--- src/rtl/spi_frame_master.sv ---
// SPI command master: serialises 10-bit RAM commands into SS_n/MOSI frames and captures read replies.
// Optional SPI_MASTER_SEQ_CHECK_EN rejects rd-data commands not preceded by an rd-addr command.
module spi_frame_master #(
    parameter int unsigned TA_CYCLES = 2
) (
    input  logic       clk,
    input  logic       rst,
    input  logic       cmd_valid,
    output logic       cmd_ready,
    input  logic [9:0] cmd_data,
    output logic       rsp_valid,
    output logic [7:0] rsp_data,
    output logic       err,
    output logic       busy,
    output logic       SS_n,
    output logic       MOSI,
    input  logic       MISO
);

    typedef enum logic [2:0] {
        StIdle,
        StStart,
        StSel,
        StShift,
        StTurn,
        StRecv,
        StEnd
    } state_t;

    state_t      state_q, state_d;
    logic [3:0]  cnt_q, cnt_d;
    logic [9:0]  cmd_q;
    logic [7:0]  shreg;
    logic        accept;
    logic        seq_bad;
    logic        ss_n_d, mosi_d, rsp_valid_d, err_d;

    assign accept = cmd_valid && cmd_ready;

`ifdef SPI_MASTER_SEQ_CHECK_EN
    logic addr_armed;

    always_ff @(posedge clk or posedge rst) begin
        if (rst) begin
            addr_armed <= 1'b0;
        end else if (accept) begin
            if (cmd_data[9:8] == 2'b10) addr_armed <= 1'b1;
            else if (cmd_data[9:8] == 2'b11) addr_armed <= 1'b0;
        end
    end

    assign seq_bad = (cmd_data[9:8] == 2'b11) && !addr_armed;
`else
    assign seq_bad = 1'b0;
`endif

    always_comb begin
        state_d     = state_q;
        cnt_d       = cnt_q;
        err_d       = 1'b0;
        rsp_valid_d = 1'b0;
        unique case (state_q)
            StIdle: begin
                if (accept) begin
                    // A rejected command takes the END slot so cmd_ready still drops for a cycle
                    if (seq_bad) begin
                        state_d = StEnd;
                        err_d   = 1'b1;
                    end else begin
                        state_d = StStart;
                    end
                end
            end
            StStart: state_d = StSel;
            StSel: begin
                state_d = StShift;
                cnt_d   = 4'd9;
            end
            StShift: begin
                if (cnt_q == 4'd0) begin
                    if (cmd_q[9:8] == 2'b11) begin
                        state_d = StTurn;
                        cnt_d   = 4'(TA_CYCLES - 1);
                    end else begin
                        state_d = StEnd;
                    end
                end else begin
                    cnt_d = cnt_q - 4'd1;
                end
            end
            StTurn: begin
                if (cnt_q == 4'd0) begin
                    state_d = StRecv;
                    cnt_d   = 4'd7;
                end else begin
                    cnt_d = cnt_q - 4'd1;
                end
            end
            StRecv: begin
                if (cnt_q == 4'd0) begin
                    state_d     = StEnd;
                    rsp_valid_d = 1'b1;
                end else begin
                    cnt_d = cnt_q - 4'd1;
                end
            end
            StEnd:   state_d = StIdle;
            default: state_d = StIdle;
        endcase
    end

    // Outputs are registered from the next state so they line up with the state itself
    always_comb begin
        ss_n_d = (state_d == StIdle) || (state_d == StEnd);
        mosi_d = 1'b0;
        case (state_d)
            StSel:   mosi_d = cmd_q[9];
            StShift: mosi_d = cmd_q[cnt_d];
            default: mosi_d = 1'b0;
        endcase
    end

    always_ff @(posedge clk or posedge rst) begin
        if (rst) begin
            state_q   <= StIdle;
            cnt_q     <= 4'd0;
            cmd_q     <= 10'd0;
            shreg     <= 8'd0;
            rsp_data  <= 8'h00;
            rsp_valid <= 1'b0;
            err       <= 1'b0;
            cmd_ready <= 1'b1;
            busy      <= 1'b0;
            SS_n      <= 1'b1;
            MOSI      <= 1'b0;
        end else begin
            state_q   <= state_d;
            cnt_q     <= cnt_d;
            rsp_valid <= rsp_valid_d;
            err       <= err_d;
            cmd_ready <= (state_d == StIdle);
            busy      <= (state_d != StIdle);
            SS_n      <= ss_n_d;
            MOSI      <= mosi_d;
            if (accept) cmd_q <= cmd_data;
            if (state_q == StRecv) begin
                shreg <= {shreg[6:0], MISO};
                if (cnt_q == 4'd0) rsp_data <= {shreg[6:0], MISO};
            end
        end
    end

endmodule

--- config.mk ---
export PLATFORM = sky130hd
export DESIGN_NAME = spi_frame_master
export DESIGN_NICKNAME = d
export VERILOG_FILES = /design/src/rtl/spi_frame_master.sv
export SDC_FILE = /design/constraint.sdc
export NUM_CORES = 1
export LEC_CHECK = 0
export ABC_CLOCK_PERIOD_IN_PS = 3400
export CAP_MARGIN = 20
export CELL_PAD_IN_SITES_DETAIL_PLACEMENT = 1
export CELL_PAD_IN_SITES_GLOBAL_PLACEMENT = 2
export CORE_AREA = 2 2 74 76
export CTS_BUF_LIST = sky130_fd_sc_hd__clkbuf_8
export DETAILED_ROUTE_END_ITERATION = 10
export DIE_AREA = 0 0 76 78
export PLACE_DENSITY = 0.9
export SYNTH_ARGS = -nofsm -noshare
export SYNTH_HDL_FRONTEND = slang
export SYNTH_SLANG_ARGS = --single-unit
--- constraint.sdc ---
create_clock -name clk -period 3.4 [get_ports clk]
set_input_delay 0.51 -clock clk [delete_from_list [all_inputs] [get_ports clk]]
set_output_delay 0.51 -clock clk [all_outputs]
set_load 0.02 [all_outputs]
==> run_results.csv, run 1 <==
group,metric,value,unit
grt,grt_max_degree,38,
place,dp_hpwl,2930,microns
detailed_routing,drtIter0Drc,46,
timing,fin_worst_skew,0.00537,ns
place,dpl_cell_area,2160,sq um
detailed_routing,postRouteAntennaNets,0,
yosys,ys_types,51,
flow_run,maxCapViolations,0,
layout,diodes,0,
yosys,synth_nets,168,
worst_setup_path,cp-start-kind,"flop",
layout,final_area,2300,sq um
timing,tightest_slew,0.530,ns
floorplan,fp-row-count,26,
yosys,synth_largest_area_cell,"dfrtp_1",
timing,finalHoldViolCount,0,
layout,drive_above_1_share,26.5,%
layout,fin_util,45.6,%
grt,grt.overflow.total,0,
timing,timing.final.crit_period,2.93,ns
pwr,p_leak,0.997,nW
layout,syn2layout_area_growth,24.8,%
timing,rsz0062_at_grt,"false",
yosys,yosysMostFrequentCell,"dfrtp_1",
grt,grt_pass1_vias,1416,
pwr,pwr_density_cell,811,nW/um^2
floorplan,placeableCoreArea,5040,sq um
detailed_routing,vias_per_cell,5.07,
clock_network,clkTransAtPathRegs,0.07,ns
worst_setup_path,worstPathRequired,3.57,ns
layout,nets,196,
clock_network,insertion_delay,0.29,ns
detailed_routing,drt-total-wl,3980,microns
place,dp_cells,243,
detailed_routing,first_pass_iters,4,
detailed_routing,vias,1273,
layout,final_cells,251,
yosys,async_flop_share,100,%
grt,antenna_found_initial,0,
place,gp_congestion,0.908,
worst_setup_path,path_class,"flop to flop",
timing,max_slew_margin,64.6,%
timing,drv_slew,0,
yosys,synth_warnings,0,
pwr,peakVddDrop,0.414,mV
yosys,synth_edf_count,0,
clock_network,cts_buffers,5,
clock_network,postCtsResizedCells,0,
worst_setup_path,cp_max_fo,9,
yosys,ys_seq_elements,37,
place,portBuffers,26,
timing,fin_crit_sh,86.1,%
yosys,syn_avg_cell_area,12.1,sq um
detailed_routing,wire_per_inst,15.8,microns
timing,timing.fmax,342,MHz
worst_setup_path,worstSetupEndpointType,"flop",
floorplan,dieArea,5930,sq um
layout,nFillCells,546,
grt,grt_use_total,14.6,%
yosys,synth_area,1840,sq um
floorplan,start_util,36.5,%
yosys,yosys-top-cells-count,"dfrtp_1, mux2_2, nand2_1",
clock_network,clock_sinks,37,
clock_network,root_buffer,"clkbuf_8",
timing,finalSetupTns,0,ns
timing,finalSetupViolCount,0,
clock_network,cts.path.max_buffers,2,
floorplan,die_h,78,microns
floorplan,die_w,76,microns
detailed_routing,remaining_drc_errors,0,
hold_path,min_path_type,"flop to flop",
clock_network,cts_max_level,2,
worst_setup_path,cp_data_arrival_time,3.10,ns
outcome,status,"finished, final reports clean",
grt,grt_pass1_wl,6860,microns
yosys,synth-seq-area-share,50.4,%
clock_network,cts_setup_buffers,0,
clock_network,cts_hold_buf,0,
clock_network,cts_tree,"built",
yosys,synth_area_leaders,"dfrtp_1, mux2_2, dfstp_2",
yosys,synth_cells,152,
yosys,synth-main-ff-cell,"dfrtp_1",
yosys,synth_top_area_share,47.6,%
floorplan,io_pins,28,
[report_power, final]
group          internal, W  leakage (nW)  switching, W
logic             0.000357         0.463      0.000360
registers         0.000558         0.465      0.000127
clock network     0.000295        0.0687      0.000165
total              0.00121         0.997      0.000652
[logic make-up after synthesis]
kind of cell | share of synthesized area (%)
buf+inv | 3.60
compound gates | 10.9
fa+ha+maj | 1.36
mux | 17.1
xor+xnor | 0.952
simple gates | 15.4
flops | 50.4
other cells | 0.204
[worst max-delay path: stages (launching register included)]
cell and delay, ns:
dfrtp_1 0.45, inv_1 0.12, ha_1 0.26, nor3b_4 0.28, inv_2 0.14, ha_1 0.29, nand2b_1 0.14, a311oi_1 0.38
o32ai_1 0.14, mux2_1 0.32, a31oi_1 0.20, o31ai_2 0.09
[per-stage QoR]
stage               hold slack (ns)  power (W)  setup slack (ns)
finish                        0.509    0.00186             0.474
floorplan                     0.471    0.00123             0.745
detailed placement            0.495    0.00141             0.474
CTS                           0.513    0.00188             0.467
global placement              0.482    0.00137             0.589
global route                  0.531    0.00199             0.235
[final timing paths]
check | to | cells after the start | slack [ns] | start
worst max-delay path | MOSI | 11 | 0.47 | cnt_q[0]
worst max register to register | MOSI | 11 | 0.47 | cnt_q[0]
worst min-delay path | cmd_q[2] | 1 | 0.51 | cmd_q[2]
worst min register to register | cmd_q[2] | 1 | 0.51 | cmd_q[2]
min in group asynchronous | rsp_data[0] | 3 | 0.63 | rst
max in group asynchronous | SS_n | 3 | 2.41 | rst
[final cells by class]
| cell class | count | area (sq um) | share of cell area [%] |
|---|---|---|---|
| Clock inverter | 3 | 68.8 | 3.00 |
| Inverter | 8 | 30.0 | 1.31 |
| Multi-Input combinational cell | 101 | 846 | 36.8 |
| Clock buffer | 5 | 68.8 | 3.00 |
| Timing Repair Buffer | 27 | 268 | 11.7 |
| Sequential cell | 37 | 928 | 40.4 |
| Tap cell | 70 | 87.6 | 3.81 |
[registers in the layout, indices dropped and copies added, names as in the netlist]
signal,count
cmd_q,10
shreg,7
state_q,3
cnt_q,4
busy,1
rsp_valid,1
cmd_ready,1
rsp_data,8
SS_n,1
MOSI,1
[per-layer routing]
metal | up-vias | GRT usage [%] | part of all wire (%)
li1 | 597 | - | -
met1 | 643 | 17.3 | 44
met2 | 26 | 25.5 | 50
met3 | 7 | 3.37 | 4.3
met4 | 0 | 5.82 | 1.4
met5 | - | 0 | 0
[layout by cell type, fill, tap and decap left out, types with 3 or more instances in the layout]
cell and count:
a211oi_1 3, dfrtp_1 35, clkdlybuf4s50_1 26, nand2_1 10
clkbuf_8 5, inv_1 7, mux2_2 25, o21ai_0 3
a21oi_1 3, nand2b_1 4, nor2b_1 6, nor2_1 6
No activity file was read; power rests on OpenSTA's default activity.
==> run 2: changes to the inputs <==
--- a/config.mk
+++ b/config.mk
@@ -9,10 +9,12 @@
 export CAP_MARGIN = 20
 export CELL_PAD_IN_SITES_DETAIL_PLACEMENT = 1
 export CELL_PAD_IN_SITES_GLOBAL_PLACEMENT = 2
-export CORE_AREA = 2 2 74 76
+export CORE_AREA = 5 5 77 79
 export CTS_BUF_LIST = sky130_fd_sc_hd__clkbuf_8
+export CTS_CLUSTER_SIZE = 8
 export DETAILED_ROUTE_END_ITERATION = 10
-export DIE_AREA = 0 0 76 78
+export DIE_AREA = 0 0 82 84
+export MAX_ROUTING_LAYER = met4
 export PLACE_DENSITY = 0.9
 export SYNTH_ARGS = -nofsm -noshare
 export SYNTH_HDL_FRONTEND = slang
==> run 2 against run 1 <==
Effect of this change:
- flip-flop and latch count unchanged
- die area up 16%
- combinational power about the same
- worst hold slack got worse by 0.0033 ns
- sequential share of layout area grew 0.27 points
- clock power is 14% lower
- non-clock buffer count is the same
- clock skew about the same
- first-iteration DRC count rose by 4.3%
- global-route usage decreased by 0.91 points
- wire length rose by 2.7%
- clock-buffer cell count increased by 1
- critical path type unchanged
- largest cell class unchanged
- largest power group unchanged
- highest routed layer unchanged
==> run_results.csv, run 2 (synthesis gave the netlist of run 1 again) <==
group,metric,value,unit
pwr,peakVddDrop,0.358,mV
pwr,pwr_density_cell,787,nW/um^2
layout,layout_commonest_cell,"dfrtp_1",
pwr,p_int,0.00115,W
clock_network,cts_buffers,5,
timing,max_slew_margin,42.4,%
worst_setup_path,crit_slowest_cell,"dfrtp_1",
timing,finalHoldViolCount,0,
layout,largest_register_ffs,10,
detailed_routing,drtIter0Drc,48,
layout,regMostFlops,"cmd_q",
detailed_routing,postRouteAntennaNets,0,
flow_run,maxCapViolations,0,
clock_network,cts_tree,"built",
pwr,switchingPower,0.000642,W
worst_setup_path,crit_top_cell,"ha_1",
timing,fin_worst_skew,0.00559,ns
clock_network,clock_sinks,37,
layout,drive_above_1_share,26.5,%
hold_path,min_to,"cmd_q[2]",
layout,final_cell_mix,"dfrtp_1, clkdlybuf4s50_1, mux2_2",
detailed_routing,vias_per_cell,5.06,
worst_setup_path,cp-start-kind,"flop",
worst_setup_path,r2r_start,"cnt_q[0]",
floorplan,placeableCoreArea,5270,sq um
floorplan,start_util,34.9,%
layout,syn2layout_area_growth,24.0,%
worst_setup_path,r2r_cells,11,
clock_network,cts_max_level,2,
layout,diodes,0,
layout,final_area,2280,sq um
clock_network,root_buffer,"clkbuf_8",
timing,drv_slew,0,
floorplan,fp-row-count,27,
worst_setup_path,worstSetupEndpointType,"flop",
pwr,seqPwrFrac,38.1,%
floorplan,die_h,84,microns
pwr,p_leak,0.986,nW
detailed_routing,wire_per_inst,16.2,microns
layout,reg_top3,"cmd_q: 10 flops, rsp_data: 8 flops, shreg: 7 flops",
place,dpl_cell_area,2160,sq um
timing,holdWs,0.506,ns
detailed_routing,drt-total-wl,4090,microns
hold_path,whs_path_depth,1,
worst_setup_path,path_class,"flop to flop",
grt,grt_use_total,13.6,%
grt,antenna_found_initial,0,
worst_setup_path,cp_max_fo,9,
timing,rsz0062_at_grt,"false",
detailed_routing,first_pass_iters,4,
hold_path,min_path_type,"flop to flop",
pwr,switching_share,35.7,%
worst_setup_path,worstPathRequired,3.57,ns
timing,finalSetupTns,0,ns
detailed_routing,vias,1281,
place,dp_hpwl,3130,microns
timing,finalSetupViolCount,0,
place,dp_cells,245,
clock_network,cts_hold_buf,0,
worst_setup_path,cp_data_arrival_time,3.26,ns
worst_setup_path,crit_path_max_incr_delay,0.46,ns
clock_network,insertion_delay,0.29,ns
floorplan,dieArea,6890,sq um
worst_setup_path,reg2reg_slack,0.31,ns
timing,timing.fmax,324,MHz
clock_network,postCtsResizedCells,0,
grt,grt_pass1_vias,1439,
layout,final_cells,253,
clock_network,cts_setup_buffers,0,
place,portBuffers,26,
clock_network,cts.path.max_buffers,2,
timing,timing.final.crit_period,3.09,ns
timing,tightest_slew,0.863,ns
layout,fin_util,43.3,%
pwr,p_clk_share,22.0,%
grt,grt_pass1_wl,7070,microns
outcome,status,"finished, final reports clean",
grt,grt.overflow.total,0,
grt,grt_max_degree,25,
hold_path,min_from,"cmd_q[2]",
layout,nFillCells,593,
clock_network,clkTransAtPathRegs,0.07,ns
worst_setup_path,cp_cell_sequence,"inv_1 > ha_1 > nor3b_4 > inv_2 > ha_1 > nand2b_1 > a311oi_1 > o32ai_1 > mux2_1 > a31oi_1 > o31ai_2",
pwr,p_comb_share,39.9,%
timing,fin_crit_sh,90.9,%
floorplan,io_pins,28,
place,gp_congestion,0.816,
detailed_routing,remaining_drc_errors,0,
floorplan,die_w,82,microns
worst_setup_path,r2r-end,"MOSI",
layout,nets,196,
[run 2: cell types whose count changed in the layout (fill, tap and decap cells not counted)]
| cell | delta |
|---|---|
| inv_6 | -1 |
| clkinvlp_4 | +1 |
| bufinv_16 | -1 |
| clkbuf_8 | +1 |
[run 2: worst max-delay path, delay by kind of cell (launching register included)]
family	cells	cell delay, ns
multiplexers	1	0.34
adder cells (fa/ha/maj)	2	0.58
AO/OA/AOI/OAI	4	0.88
AND/OR/NAND/NOR	2	0.44
flip-flops	1	0.46
buffers and inverters	2	0.28
[run 2: routing by layer]
| layer | up-vias | track usage, % | part of all wire [%] |
|---|---|---|---|
| met1 | 642 | 16.0 | 41 |
| met2 | 32 | 23.1 | 53 |
| met5 | - | - | 0 |
| li1 | 599 | - | - |
| met4 | 0 | 4.68 | 1.8 |
| met3 | 8 | 2.48 | 3.8 |
[run 2: cell type report]
type                            count  area (sq um)  area share [%]
Multi-Input combinational cell    101           846            37.1
Clock buffer                        6          82.6            3.62
Sequential cell                    37           928            40.7
Inverter                            8          30.0            1.32
Clock inverter                      2          37.5            1.64
Timing Repair Buffer               27           268            11.7
Tap cell                           72          90.1            3.95
[run 2: power by group through the flow]
stage	sequential (W)	clock, W	combinational [W]
after CTS	0.000685	0.000407	0.000729
after detailed placement	0.000695	0	0.000721
after global routing	0.000705	0.000426	0.000797
after floorplan	0.000641	0	0.000591
final	0.000685	0.000395	0.000717
after global placement	0.000687	0	0.000705
[run 2: how the worst max path moves through the flow]
stage	from	endpoint	slack (ns)	cells after the start
6_report	cnt_q[0]	MOSI	0.31	11
2_1_floorplan	cnt_q[0]	MOSI	0.75	11
4_1_cts	cnt_q[0]	MOSI	0.34	11
5_1_grt	cnt_q[0]	MOSI	0.13	11
3_3_place_gp	cnt_q[0]	MOSI	0.56	11
3_5_place_dp	cnt_q[0]	MOSI	0.41	11
[run 2: metrics by stage]
stage / setup WS (ns) / total power (W)
3_5_place_dp: 0.410 / 0.00142
2_1_floorplan: 0.745 / 0.00123
3_3_place_gp: 0.556 / 0.00139
5_1_grt: 0.128 / 0.00193
4_1_cts: 0.341 / 0.00182
6_report: 0.310 / 0.00180
